## src/rtl/caixa_dagua_pkg.sv

```systemverilog
// Shared types and level constants for the water-tank controller.
// Pure declarations; no logic, no latency.
package caixa_dagua_pkg;

    localparam int                 LEVEL_W   = 3;
    localparam logic [LEVEL_W-1:0] LEVEL_MAX = 3'd7;

    typedef enum logic [1:0] {
        ST_IDLE,
        ST_FILLING,
        ST_FAULT
    } estado_t;

endpackage

```

## src/rtl/contador_ticks.sv

```systemverilog
// Modulo-N tick counter: wrap is a same-cycle pulse on the enabled count that reaches N.
// Clear has priority over enable; no backpressure, the count simply holds when disabled.
module contador_ticks #(
    parameter int N = 4
) (
    input  logic clk,
    input  logic reset,
    input  logic en,
    input  logic clr,
    output logic wrap
);

    localparam int            CW   = (N > 1) ? $clog2(N) : 1;
    localparam logic [CW-1:0] LAST = CW'(N - 1);

    logic [CW-1:0] cnt_q;
    logic [CW-1:0] cnt_d;

    always_comb begin
        cnt_d = cnt_q;
        wrap  = 1'b0;
        if (clr) begin
            cnt_d = '0;
        end else if (en) begin
            if (cnt_q == LAST) begin
                cnt_d = '0;
                wrap  = 1'b1;
            end else begin
                cnt_d = cnt_q + CW'(1);
            end
        end
    end

    always_ff @(posedge clk) begin
        if (reset) cnt_q <= '0;
        else       cnt_q <= cnt_d;
    end

endmodule

```

## src/rtl/controle_caixa_dagua.sv

```systemverilog
// Water-tank level model with hysteretic pump control and supply-fault detection.
// Level steps land on the tick edge completing a count; FSM reacts one clock later.
module controle_caixa_dagua
    import caixa_dagua_pkg::*;
#(
    parameter int FILL_TICKS  = 4,
    parameter int DRAIN_TICKS = 2,
    parameter int LOW_MARK    = 2,
    parameter int FAULT_TICKS = 8
) (
    input  logic               clk,
    input  logic               reset,
    input  logic               tick,
    input  logic               consume,
    input  logic               supply_ok,
    output logic [LEVEL_W-1:0] water_level,
    output logic               pump_on,
    output logic               consume_ok,
    output logic               full,
    output logic               fault
);

    localparam int                 NW        = $clog2(FAULT_TICKS + 1);
    localparam logic [NW-1:0]      NOSUP_MAX = NW'(FAULT_TICKS);
    localparam logic [LEVEL_W-1:0] LOW_LVL   = LEVEL_W'(LOW_MARK);

    estado_t            state_q, state_d;
    logic [LEVEL_W-1:0] level_q, level_d;
    logic [NW-1:0]      nosup_q, nosup_d;
    logic               step_up, step_dn;
    logic               filling, empty;

    assign filling = (state_q == ST_FILLING);
    assign empty   = (level_q == '0);

    contador_ticks #(.N(FILL_TICKS)) u_fill (
        .clk   (clk),
        .reset (reset),
        .en    (tick && filling && supply_ok),
        .clr   (!filling),
        .wrap  (step_up)
    );

    contador_ticks #(.N(DRAIN_TICKS)) u_drain (
        .clk   (clk),
        .reset (reset),
        .en    (tick && consume && !empty),
        .clr   (!consume || empty),
        .wrap  (step_dn)
    );

    always_comb begin
        state_d = state_q;
        level_d = level_q;
        nosup_d = nosup_q;

        case (state_q)
            ST_IDLE:    if (level_q <= LOW_LVL) state_d = ST_FILLING;
            ST_FILLING: begin
                if (level_q == LEVEL_MAX)       state_d = ST_IDLE;
                else if (nosup_q == NOSUP_MAX)  state_d = ST_FAULT;
            end
            ST_FAULT:   if (supply_ok)          state_d = ST_IDLE;
            default:                            state_d = ST_IDLE;
        endcase

        // Saturates so a sustained outage holds at the threshold until the FSM leaves FILLING.
        if (!filling || supply_ok) begin
            nosup_d = '0;
        end else if (tick && (nosup_q != NOSUP_MAX)) begin
            nosup_d = nosup_q + NW'(1);
        end

        // Simultaneous fill and drain steps cancel.
        if (step_up && !step_dn && (level_q != LEVEL_MAX)) begin
            level_d = level_q + LEVEL_W'(1);
        end else if (step_dn && !step_up && !empty) begin
            level_d = level_q - LEVEL_W'(1);
        end
    end

    always_ff @(posedge clk) begin
        if (reset) begin
            state_q <= ST_IDLE;
            level_q <= LEVEL_MAX;
            nosup_q <= '0;
        end else begin
            state_q <= state_d;
            level_q <= level_d;
            nosup_q <= nosup_d;
        end
    end

    assign water_level = level_q;
    assign pump_on     = filling;
    assign consume_ok  = !empty;
    assign full        = (level_q == LEVEL_MAX);
    assign fault       = (state_q == ST_FAULT);

endmodule
```

## config.mk

```make
export PLATFORM = sky130hd
export DESIGN_NAME = controle_caixa_dagua
export DESIGN_NICKNAME = d
export VERILOG_FILES = /design/src/rtl/caixa_dagua_pkg.sv /design/src/rtl/contador_ticks.sv /design/src/rtl/controle_caixa_dagua.sv
export SDC_FILE = /design/constraint.sdc
export NUM_CORES = 1
export LEC_CHECK = 0
export BUFFER_PORTS_ARGS = -buffer_cell sky130_fd_sc_hd__buf_4
export CAP_MARGIN = 20
export CORE_ASPECT_RATIO = 0.7
export CORE_MARGIN = 4
export CORE_UTILIZATION = 35
export CTS_BUF_LIST = sky130_fd_sc_hd__clkbuf_2
export DETAILED_ROUTE_END_ITERATION = 12
export GPL_TIMING_DRIVEN = 0
export SLEW_MARGIN = 25
export SYNTH_ARGS = -nofsm -noshare
export SYNTH_HDL_FRONTEND = slang
export SYNTH_HIERARCHICAL = 1
export SYNTH_SLANG_ARGS = --single-unit
```

## constraint.sdc

```tcl
create_clock -name clk -period 3.2 [get_ports clk]
set_input_delay 0.48 -clock clk [delete_from_list [all_inputs] [get_ports clk]]
set_output_delay 0.48 -clock clk [all_outputs]
set_load 0.05 [all_outputs]
```

==> results of run 1 <==
sequential cells by signal, indices dropped and copies added (netlist names):
| signal | cells |
|---|---|
| water_level | 3 |
| state_q | 2 |
| u_fill/cnt_q | 2 |
| u_drain/cnt_q | 1 |
| nosup_q | 4 |
where the power goes:
group | switching [mW] | internal, mW | total [mW]
combinational | 0.0101 | 0.00635 | 0.0165
clock | 0.0516 | 0.0271 | 0.0787
sequential | 0.000722 | 0.150 | 0.151
total | 0.0625 | 0.184 | 0.246
area by class of cell:
type	count	area, um2
Fill cell	199	1040
Multi-Input combinational cell	65	472
Sequential cell	12	241
Timing Repair Buffer	11	82.6
Inverter	8	30.0
Tap cell	22	27.5
Clock buffer	3	15.0
Buffer	2	10.0
Clock inverter	1	3.75
cells in the mapped netlist (all sizes together):
cell | count | area, um2
nand3 | 3 | 15.0
and3b | 1 | 8.76
a31oi | 1 | 6.26
nand2b | 3 | 18.8
nor3b | 1 | 7.51
a211oi | 3 | 27.5
nor2 | 4 | 15.0
a211o | 1 | 8.76
mux2i | 1 | 10.0
nand3b | 3 | 22.5
nor3 | 6 | 35.0
or3 | 3 | 23.8
xor2 | 1 | 8.76
a31o | 1 | 8.76
nand4 | 1 | 6.26
a22o | 1 | 8.76
a21o | 1 | 7.51
a21oi | 4 | 20.0
ha | 3 | 37.5
dfxtp | 12 | 240
inv | 8 | 30.0
a2111o | 1 | 11.3
or4 | 1 | 7.51
a32oi | 1 | 8.76
buf | 2 | 10.0
o22ai | 2 | 12.5
fa | 1 | 20.0
xnor2 | 1 | 8.76
nand2 | 5 | 18.8
o21ai | 4 | 20.0
and3 | 1 | 6.26
nor2b | 3 | 18.8
or3b | 3 | 26.3
what timing repair did:
action / 4_1_cts / 5_1_grt
gates resized for setup: 0 / 4
setup buffers: 0 / 0
setup endpoints to repair: 0 / 1
hold buffers: 0 / 0
cells by family (layout without fill, tap and decap cells):
logic type	Yosys count	count (layout)	synth area share, %
AOI/OAI and AO/OA	20	20	19.0
xor gates and xnor gates	2	2	2.38
adders and majority gates	4	4	7.82
buffers and inverters	10	25	5.44
DFF	12	12	32.7
muxes	1	1	1.36
and+or+nand+nor	38	38	31.3
layer usage:
metal  wire [um]  share of wire (%)
met5           0                  0
met4          29                1.9
met3         103                6.6
met2         646                 41
met1         787                 50
worst min path at each step:
stage / start / cells past startpoint / to / slack (ns)
detailed placement: state_q[1]$_SDFFE_PP0P_ / 1 / state_q[0]$_SDFFE_PP0P_ / 0.46
CTS: reset / 2 / u_fill/cnt_q[0]$_SDFFE_PP0P_ / 0.44
floorplan: state_q[1]$_SDFFE_PP0P_ / 1 / state_q[0]$_SDFFE_PP0P_ / 0.43
global route: reset / 2 / u_drain/cnt_q$_SDFFE_PP0P_ / 0.43
global placement: state_q[1]$_SDFFE_PP0P_ / 1 / state_q[0]$_SDFFE_PP0P_ / 0.46
finish: reset / 2 / u_drain/cnt_q$_SDFFE_PP0P_ / 0.44
per-stage QoR:
step	utilization, %	power, mW	setup WS, ns
after global routing	46.0	0.259	0.0242
after global placement	44.1	0.170	-0.0661
after CTS	45.1	0.249	0.0625
after floorplan	-	0.162	0.103
final	46.0	0.246	0.234
after detailed placement	44.1	0.170	-0.102
==> reports/metrics.yaml, run 1 <==
setup_path:
  worstRegToRegCells: 12
  cp_common_cell: "nand2_1"
  cp_top_family: "simple AND/OR/NAND/NOR gates"
  end_kind: "flip-flop"
  max_stage_delay_ns: 0.41
  r2r-start: "water_level[0]$_SDFFE_PP1P_"
  cp.depth: 12
  cp_slowest_cell: "or3_4"
  cp-endpoint: "water_level[2]$_SDFFE_PP1P_"
  worstPathRequired_ns: 3.38
  regToRegSetupSlack_ns: 0.23
  timing.rr.end: "water_level[2]$_SDFFE_PP1P_"
  cp.arrival_ns: 3.14
  crit_chain: "buf_2 -> or3_4 -> nand2_1 -> nor2_1 -> nand2_1 -> nor2_1 -> nor2b_2 -> nand2_1 -> fa_1 -> or3b_1 -> and3_1 -> a2111o_1"
  worst-setup-path-type: "reg2reg"
  critPathLaunchType: "flip-flop"
  critical_path.startpoint: "water_level[0]$_SDFFE_PP1P_"
  critPathBufInv: 1
  cp_max_fo: 9
sta:
  fin_crit_sh_pct: 92.7
  tightest_slew_ns: 0.430
  skew_ns: 0.00775
  rsz0062_at_grt: "no"
  max_slew_margin_pct: 71.3
  finalHoldViolations: 0
  timing.fmax_mhz: 337
  setup-tns-final_ns: 0
  layout_min_cycle_time_ns: 2.97
  slew_viol_final: 0
  setup_violations: 0
  holdWs_ns: 0.444
synth:
  synth.distinct_cells: 36
  syn_area_per_cell_um2: 8.46
  synthCells: 87
  netlist_area_um2: 736
  ys_seq_area_share_pct: 32.7
  synth_warnings: 6
  syn_nets: 96
  synth_seq_cells: 12
grt:
  antenna_found_initial: 0
  globalRouteMet2Util_pct: 18.9
  grt_busiest_layer: "met2"
  gr-total-overflow: 0
  met1_usage_pct: 15.8
  grt_usage_pct: 12.5
  grt.met3_usage_pct: 4.39
  grt_pass1_wl_um: 2720
  grt_pass1_vias: 619
  grt_start_max_net_pins: 11
power:
  ir_drop_mv: 0.168
  p_leak_nw: 0.318
  powerDensity_nw_per_um2: 279
placed_design:
  dpl.hpwl_um: 1180
  io_buffers: 11
  dpl_cell_area_um2: 847
  placedCellCount: 120
  place_congestion: 0.707
hold_path:
  hold_class: "in2reg"
clocking:
  cts_root_buf: "clkbuf_2"
  clock-sinks: 12
  cts_tree: "done"
  clockBufferDepth: 2
  htree_levels: 1
  cts_buffers: 3
  clock_latency_ns: 0.28
  cts.clk_slew.worst_paths_ns: 0.12
drt:
  wl_per_cell_um: 12.6
  drc_errors: 0
  via_count: 687
  first_pass_iters: 4
  wirelength_um: 1570
  ant_nets: 0
  drt_iter0_drc: 24
  detail_route.vias_per_cell: 5.54
run_status:
  status: "finished, final reports clean"
run:
  timing.max_cap.violations: 0
die:
  rows: 13
  start_util_pct: 38.3
  pin_count: 12
  die_w_um: 62.8
  die_height_um: 46.4
  die_area_um2: 2910
  core-area_um2: 1920
cells_and_area:
  syn2layout_area_growth_pct: 19.9
  mostFrequentLayoutCells: "buf_4 (11), dfxtp_1 (11), inv_1 (8)"
  n_antenna_cell: 0
  final_cells: 124
  final_area_um2: 882
  finalNetCount: 112
  drive_gt1_share_pct: 22.5
(Power assumes the default switching activity.)
==> run 2, diff against run 1 <==
BUFFER_PORTS_ARGS = default   (was -buffer_cell sky130_fd_sc_hd__buf_4)
DONT_BUFFER_PORTS = 1   (was default)
==> reports/metrics.yaml, run 2 (synthesis results as in run 1) <==
setup_path:
  cp_common_cell: "nand2_1"
  max_stage_delay_ns: 0.50  # +0.09 ns
  worst-setup-path-type: "reg2reg"
  end_kind: "flip-flop"
  cp_top_family: "simple AND/OR/NAND/NOR gates"
  critPathBufInv: 1  # unchanged
  cp_max_fo: 9  # unchanged
  cp_slowest_cell: "or3_4"
  critPathLaunchType: "flip-flop"
  crit_chain: "buf_4 -> or3_4 -> nand2_4 -> nor2_1 -> nand2_1 -> nor2_2 -> nor2b_2 -> nand2_1 -> fa_2 -> or3b_1 -> and3_1 -> a2111o_1"
  cp.arrival_ns: 3.23  # +0.09 ns
  worstPathRequired_ns: 3.37  # about the same
power:
  intPower_uw: 180  # -2.2%
  combPwrFrac_pct: 3.7  # -3.0 points
  seqPwrFrac_pct: 63.4  # +2.1 points
  p_leak_nw: 0.273  # -14%
  power_switching_uw: 58.3  # -6.7%
  powerDensity_nw_per_um2: 291  # +4.4%
  ir_drop_mv: 0.264  # +57%
  p_sw_share_pct: 24.5  # -0.88 points
  pwr-share-clk_pct: 32.8  # +0.8 points
cells_and_area:
  mostFrequentLayoutCells: "dfxtp_1 (10), inv_1 (8)"
  top_register: "nosup_q"
  nFillCells: 196  # -1.5%
  drive_gt1_share_pct: 17.4  # -5.2 points
  final_util_pct: 42.6  # -3.4 points
  largest_reg_flops: 4  # unchanged
  final_cells: 114  # -8.1%
  n_antenna_cell: 0  # unchanged
  finalNetCount: 102  # -8.9%
  seqCellArea_um2: 245  # +1.6%
  multi_input_area_um2: 475  # +0.80%
  syn2layout_area_growth_pct: 11.1
  final_common_cell: "dfxtp_1"
die:
  pin_count: 12  # unchanged
  die_height_um: 46.4  # unchanged
  die_w_um: 62.8  # unchanged
  die_area_um2: 2910  # unchanged
  start_util_pct: 38.3  # unchanged
  core-area_um2: 1920  # unchanged
  rows: 13  # unchanged
drt:
  via_count: 654  # -4.8%
  detail_route.vias_per_cell: 5.74  # +3.5%
  wl_per_cell_um: 14.1  # +11%
  first_pass_iters: 4  # unchanged
  ant_nets: 0  # unchanged
  drc_errors: 0  # unchanged
  drt_iter0_drc: 32  # +33%
  wirelength_um: 1600  # +2.3%
clocking:
  cts_buffers: 3  # unchanged
  cts_tree: "done"
  hold_buffers: 0  # unchanged
  clockBufferDepth: 2  # unchanged
  htree_levels: 1  # unchanged
  cts_root_buf: "clkbuf_2"
  cts.clk_slew.worst_paths_ns: 0.12  # about the same
  clock-sinks: 12  # unchanged
  clock_latency_ns: 0.27  # about the same
run:
  timing.max_cap.violations: 0  # unchanged
grt:
  grt_pass1_wl_um: 2680  # -1.5%
  gr-total-overflow: 0  # unchanged
  grt_pass1_vias: 563  # -9.0%
  grt_start_max_net_pins: 11  # unchanged
  grt_usage_pct: 12.0  # -0.43 points
  antenna_found_initial: 0  # unchanged
sta:
  timing.fmax_mhz: 327  # -3.0%
  tightest_slew_ns: 1.01  # +0.583 ns
  layout_min_cycle_time_ns: 3.06  # +0.0907 ns
  finalHoldViolations: 0  # unchanged
  skew_ns: 0.0109  # +0.00314 ns
  fin_crit_sh_pct: 95.5  # +2.8 points
  rsz0062_at_grt: "no"
  setup_violations: 0  # unchanged
  holdWs_ns: 0.257  # -0.187 ns
  slew_viol_final: 0  # unchanged
  setup-tns-final_ns: 0  # unchanged
  max_slew_margin_pct: 32.4  # -39 points
run_status:
  status: "finished, final reports clean"
placed_design:
  placedCellCount: 109  # -9.2%
  place_congestion: 0.742  # +5.0%
  dpl.hpwl_um: 1180  # about the same
  io_buffers: 0  # -11
hold_path:
  hold_class: "in2reg"
==> run 2: changes by cell type in the layout (fill, tap and decap cells not counted) <==
| cell | before | now |
|---|---|---|
| buf_2 | 2 | 1 |
| buf_4 | 11 | 2 |
| dfxtp_1 | 11 | 10 |
| dfxtp_4 | 0 | 1 |
| fa_1 | 1 | 0 |
| fa_2 | 0 | 1 |
| nand2_1 | 5 | 4 |
| nand2_4 | 0 | 1 |
| nor3_2 | 1 | 2 |
| nor3_4 | 1 | 0 |
==> run 2: layout make-up <==
cell class	instances	area share [%]
buffer	2	1.53
clock buffer	3	1.84
clock inverter	1	0.459
inverter	8	3.68
multi-input combinational	65	58.2
sequential	12	30.0
tap	22	3.37
timing repair buffer	1	0.919
==> run 2: per-stage QoR <==
step	power (mW)	instance area [um2]	worst slack (ns)
after CTS	0.241	790	0.0180
after global routing	0.250	817	0.0160
final	0.238	817	0.143
after global placement	0.163	764	-0.138
after detailed placement	0.163	764	-0.140
after floorplan	0.162	737	0.103
==> run 2: final timing paths <==
check,cells after the start,end,startpoint,slack (ns)
min reg2reg,1,state_q[0]$_SDFFE_PP0P_,state_q[1]$_SDFFE_PP0P_,0.47
max reg2reg,12,water_level[2]$_SDFFE_PP1P_,water_level[0]$_SDFFE_PP1P_,0.14
max,12,water_level[2]$_SDFFE_PP1P_,water_level[0]$_SDFFE_PP1P_,0.14
min,1,u_drain/cnt_q$_SDFFE_PP0P_,reset,0.26
==> run 2: timing repair <==
action | 4_1_cts | 5_1_grt
buffers inserted | 0 | 1
gates cloned | 0 | 0
pin swaps | 1 | 1
resized for setup | 3 | 7
endpoints found under the hold margin | 0 | 0
endpoints found under the setup margin | 1 | 1
==> run 2: routing by layer <==
| layer | vias up | global-route usage (%) | part of all wire (%) |
|---|---|---|---|
| li1 | 329 | - | - |
| met1 | 308 | 16.0 | 48 |
| met2 | 17 | 17.8 | 46 |
| met3 | 0 | 5.61 | 6.0 |
| met4 | 0 | 2.63 | 0 |
| met5 | - | 0 | 0 |
==> run 2: power groups by stage <==
stage | combinational, mW | clock [mW] | sequential (mW)
after floorplan | 0.00674 | 0 | 0.155
after global placement | 0.00774 | 0 | 0.155
after detailed placement | 0.00796 | 0 | 0.155
after CTS | 0.00804 | 0.0820 | 0.151
after global routing | 0.0101 | 0.0891 | 0.151
final | 0.00884 | 0.0781 | 0.151
==> run 3, diff against run 2 <==
--- a/constraint.sdc
+++ b/constraint.sdc
@@ -3,2 +3,2 @@
 set_output_delay 0.48 -clock clk [all_outputs]
-set_load 0.05 [all_outputs]
+set_load 0.02 [all_outputs]
==> reports/metrics.yaml, run 3 (synthesis results as in run 1) <==
run_status:
  status: "finished, final reports clean"
sta:
  timing.fmax_mhz: 330  # +0.86%
  tightest_slew_ns: 0.489  # -0.523 ns
  setup_violations: 0  # unchanged
  slew_viol_final: 0  # unchanged
  layout_min_cycle_time_ns: 3.03  # -0.0261 ns
  skew_ns: 0.0118  # +0.000916 ns
  fin_crit_sh_pct: 94.7  # -0.81 points
  setup-tns-final_ns: 0  # unchanged
  finalHoldViolations: 0  # unchanged
  max_slew_margin_pct: 67.3  # +35 points
  setup_slack_ns: 0.170  # +0.0261 ns
setup_path:
  regToRegSetupSlack_ns: 0.17  # +0.03 ns
  timing.rr.end: "water_level[2]$_SDFFE_PP1P_"
  r2r-start: "water_level[0]$_SDFFE_PP1P_"
  cp.arrival_ns: 3.19  # -0.04 ns
  critical_path.startpoint: "water_level[0]$_SDFFE_PP1P_"
  cp_max_fo: 9  # unchanged
  critPathLaunchType: "flip-flop"
  crit_chain: "buf_2 -> or3_4 -> nand2_2 -> nor2_1 -> nand2_1 -> nor2_1 -> nor2b_2 -> nand2_1 -> fa_1 -> or3b_1 -> and3_1 -> a2111o_1"
  cp_slowest_cell: "or3b_1"
  end_kind: "flip-flop"
  max_stage_delay_ns: 0.41  # -0.09 ns
  critPathBufInv: 1  # unchanged
  worstPathRequired_ns: 3.36  # about the same
  worst-setup-path-type: "reg2reg"
  cp_top_family: "simple AND/OR/NAND/NOR gates"
  worstRegToRegCells: 12  # unchanged
drt:
  ant_nets: 0  # unchanged
  drc_errors: 0  # unchanged
  via_count: 652  # -0.31%
  wirelength_um: 1650  # +2.9%
  detail_route.vias_per_cell: 5.72  # -0.31%
  wl_per_cell_um: 14.5  # +2.9%
  first_pass_iters: 4  # unchanged
  drt_iter0_drc: 27  # -16%
grt:
  grt_start_max_net_pins: 11  # unchanged
  grt_pass1_vias: 613  # +8.9%
  grt_pass1_wl_um: 2780  # +3.8%
  gr-total-overflow: 0  # unchanged
  grt_usage_pct: 12.8  # +0.73 points
  antenna_found_initial: 0  # unchanged
clocking:
  cts_tree: "done"
  clockBufferDepth: 2  # unchanged
  clock-sinks: 12  # unchanged
  cts_buffers: 3  # unchanged
  cts.clk_slew.worst_paths_ns: 0.13  # about the same
  cts_root_buf: "clkbuf_2"
  htree_levels: 1  # unchanged
  clock_latency_ns: 0.27  # about the same
  hold_buffers: 0  # unchanged
placed_design:
  place_ws_ns: -0.0524  # +0.0873 ns
  io_buffers: 0  # unchanged
  dpl_cell_area_um2: 763  # -0.16%
  dpl.hpwl_um: 1290  # +9.8%
  place_congestion: 0.722  # -2.7%
cells_and_area:
  final_util_pct: 42.0  # -0.52 points
  n_antenna_cell: 0  # unchanged
  drive_gt1_share_pct: 16.3  # -1.1 points
  top_register: "nosup_q"
  final_common_cell: "dfxtp_1"
  mostFrequentLayoutCells: "dfxtp_1 (10), inv_1 (8)"
  largest_reg_flops: 4  # unchanged
  syn2layout_area_growth_pct: 9.69
  finalNetCount: 102  # unchanged
  nFillCells: 205  # +4.6%
  final_area_um2: 807  # -1.2%
power:
  intPower_uw: 179  # -0.17%
  p_leak_nw: 0.269  # -1.4%
  p_sw_share_pct: 24.5  # +0.030 points
  seqPwrFrac_pct: 63.3  # about the same
  combPwrFrac_pct: 3.4  # -0.3 points
  ir_drop_mv: 0.218  # -17%
  powerDensity_nw_per_um2: 294  # +1.1%
  power_switching_uw: 58.3  # about the same
  pwr-share-clk_pct: 33.3  # +0.5 points
die:
  start_util_pct: 38.3  # unchanged
  die_area_um2: 2910  # unchanged
  die_w_um: 62.8  # unchanged
  die_height_um: 46.4  # unchanged
  rows: 13  # unchanged
  pin_count: 12  # unchanged
  core-area_um2: 1920  # unchanged
hold_path:
  holdPathStages: 1  # unchanged
  min_to: "u_fill/cnt_q[0]$_SDFFE_PP0P_"
  hold_class: "in2reg"
  worstHoldStart: "reset"
run:
  timing.max_cap.violations: 0  # unchanged
-- run 3: changes by cell type in the layout (fill, tap and decap cells not counted) --
cell,previous run,this run
nand2_4,1,0
buf_4,2,1
fa_2,1,0
fa_1,0,1
nand2_2,0,1
buf_2,1,2
-- run 3: power groups by stage --
stage          Combinational, mW  Clock, mW  Sequential [mW]
2_1_floorplan            0.00621          0            0.154
4_1_cts                  0.00775     0.0842            0.151
5_1_grt                  0.00912     0.0901            0.151
3_5_place_dp             0.00771          0            0.154
6_report                 0.00801     0.0791            0.150
3_3_place_gp             0.00717          0            0.154
-- run 3: layout make-up --
class	instances	area [um2]	area share (%)
plain buffers	2	10.0	1.24
clock inverters	1	3.75	0.465
inverters	8	30.0	3.72
well taps	22	27.5	3.41
clock buffers	3	15.0	1.86
repair buffers	1	7.51	0.930
flip-flops and latches	12	245	30.4
multi-input cells	65	468	58.0
-- run 3: per-layer routing --
layer | up-vias | global-route usage (%) | part of all wire, %
met5 | - | 0 | 0
met4 | 0 | 5.26 | 1.4
met3 | 2 | 5.85 | 6.4
met2 | 13 | 22.5 | 46
met1 | 308 | 13.7 | 47
li1 | 329 | - | -
-- run 3: what timing repair did --
action / in CTS / in global routing
gates cloned: 0 / 0
endpoints found under the setup margin: 1 / 1
resized for setup: 1 / 6
setup buffers: 0 / 1
pin swaps: 0 / 1
-- run 3: how the worst max path moves through the flow --
| stage | depth (start not counted) | end | slack, ns |
|---|---|---|---|
| after global routing | 12 | water_level[2]$_SDFFE_PP1P_ | -0.0004 |
| after floorplan | 12 | water_level[2]$_SDFFE_PP1P_ | 0.23 |
| after detailed placement | 12 | water_level[2]$_SDFFE_PP1P_ | -0.05 |
| after global placement | 12 | water_level[2]$_SDFFE_PP1P_ | 0.02 |
| final | 12 | water_level[2]$_SDFFE_PP1P_ | 0.17 |
| after CTS | 12 | water_level[2]$_SDFFE_PP1P_ | 0.0006 |
-- run 3: through the flow --
| stage | std cells | total power, mW | hold WS, ns |
|---|---|---|---|
| floorplan | 87 | 0.161 | 0.427 |
| global placement | 109 | 0.162 | 0.454 |
| detailed placement | 109 | 0.162 | 0.462 |
| CTS | 113 | 0.243 | 0.233 |
| global route | 114 | 0.250 | 0.217 |
| finish | 114 | 0.238 | 0.250 |
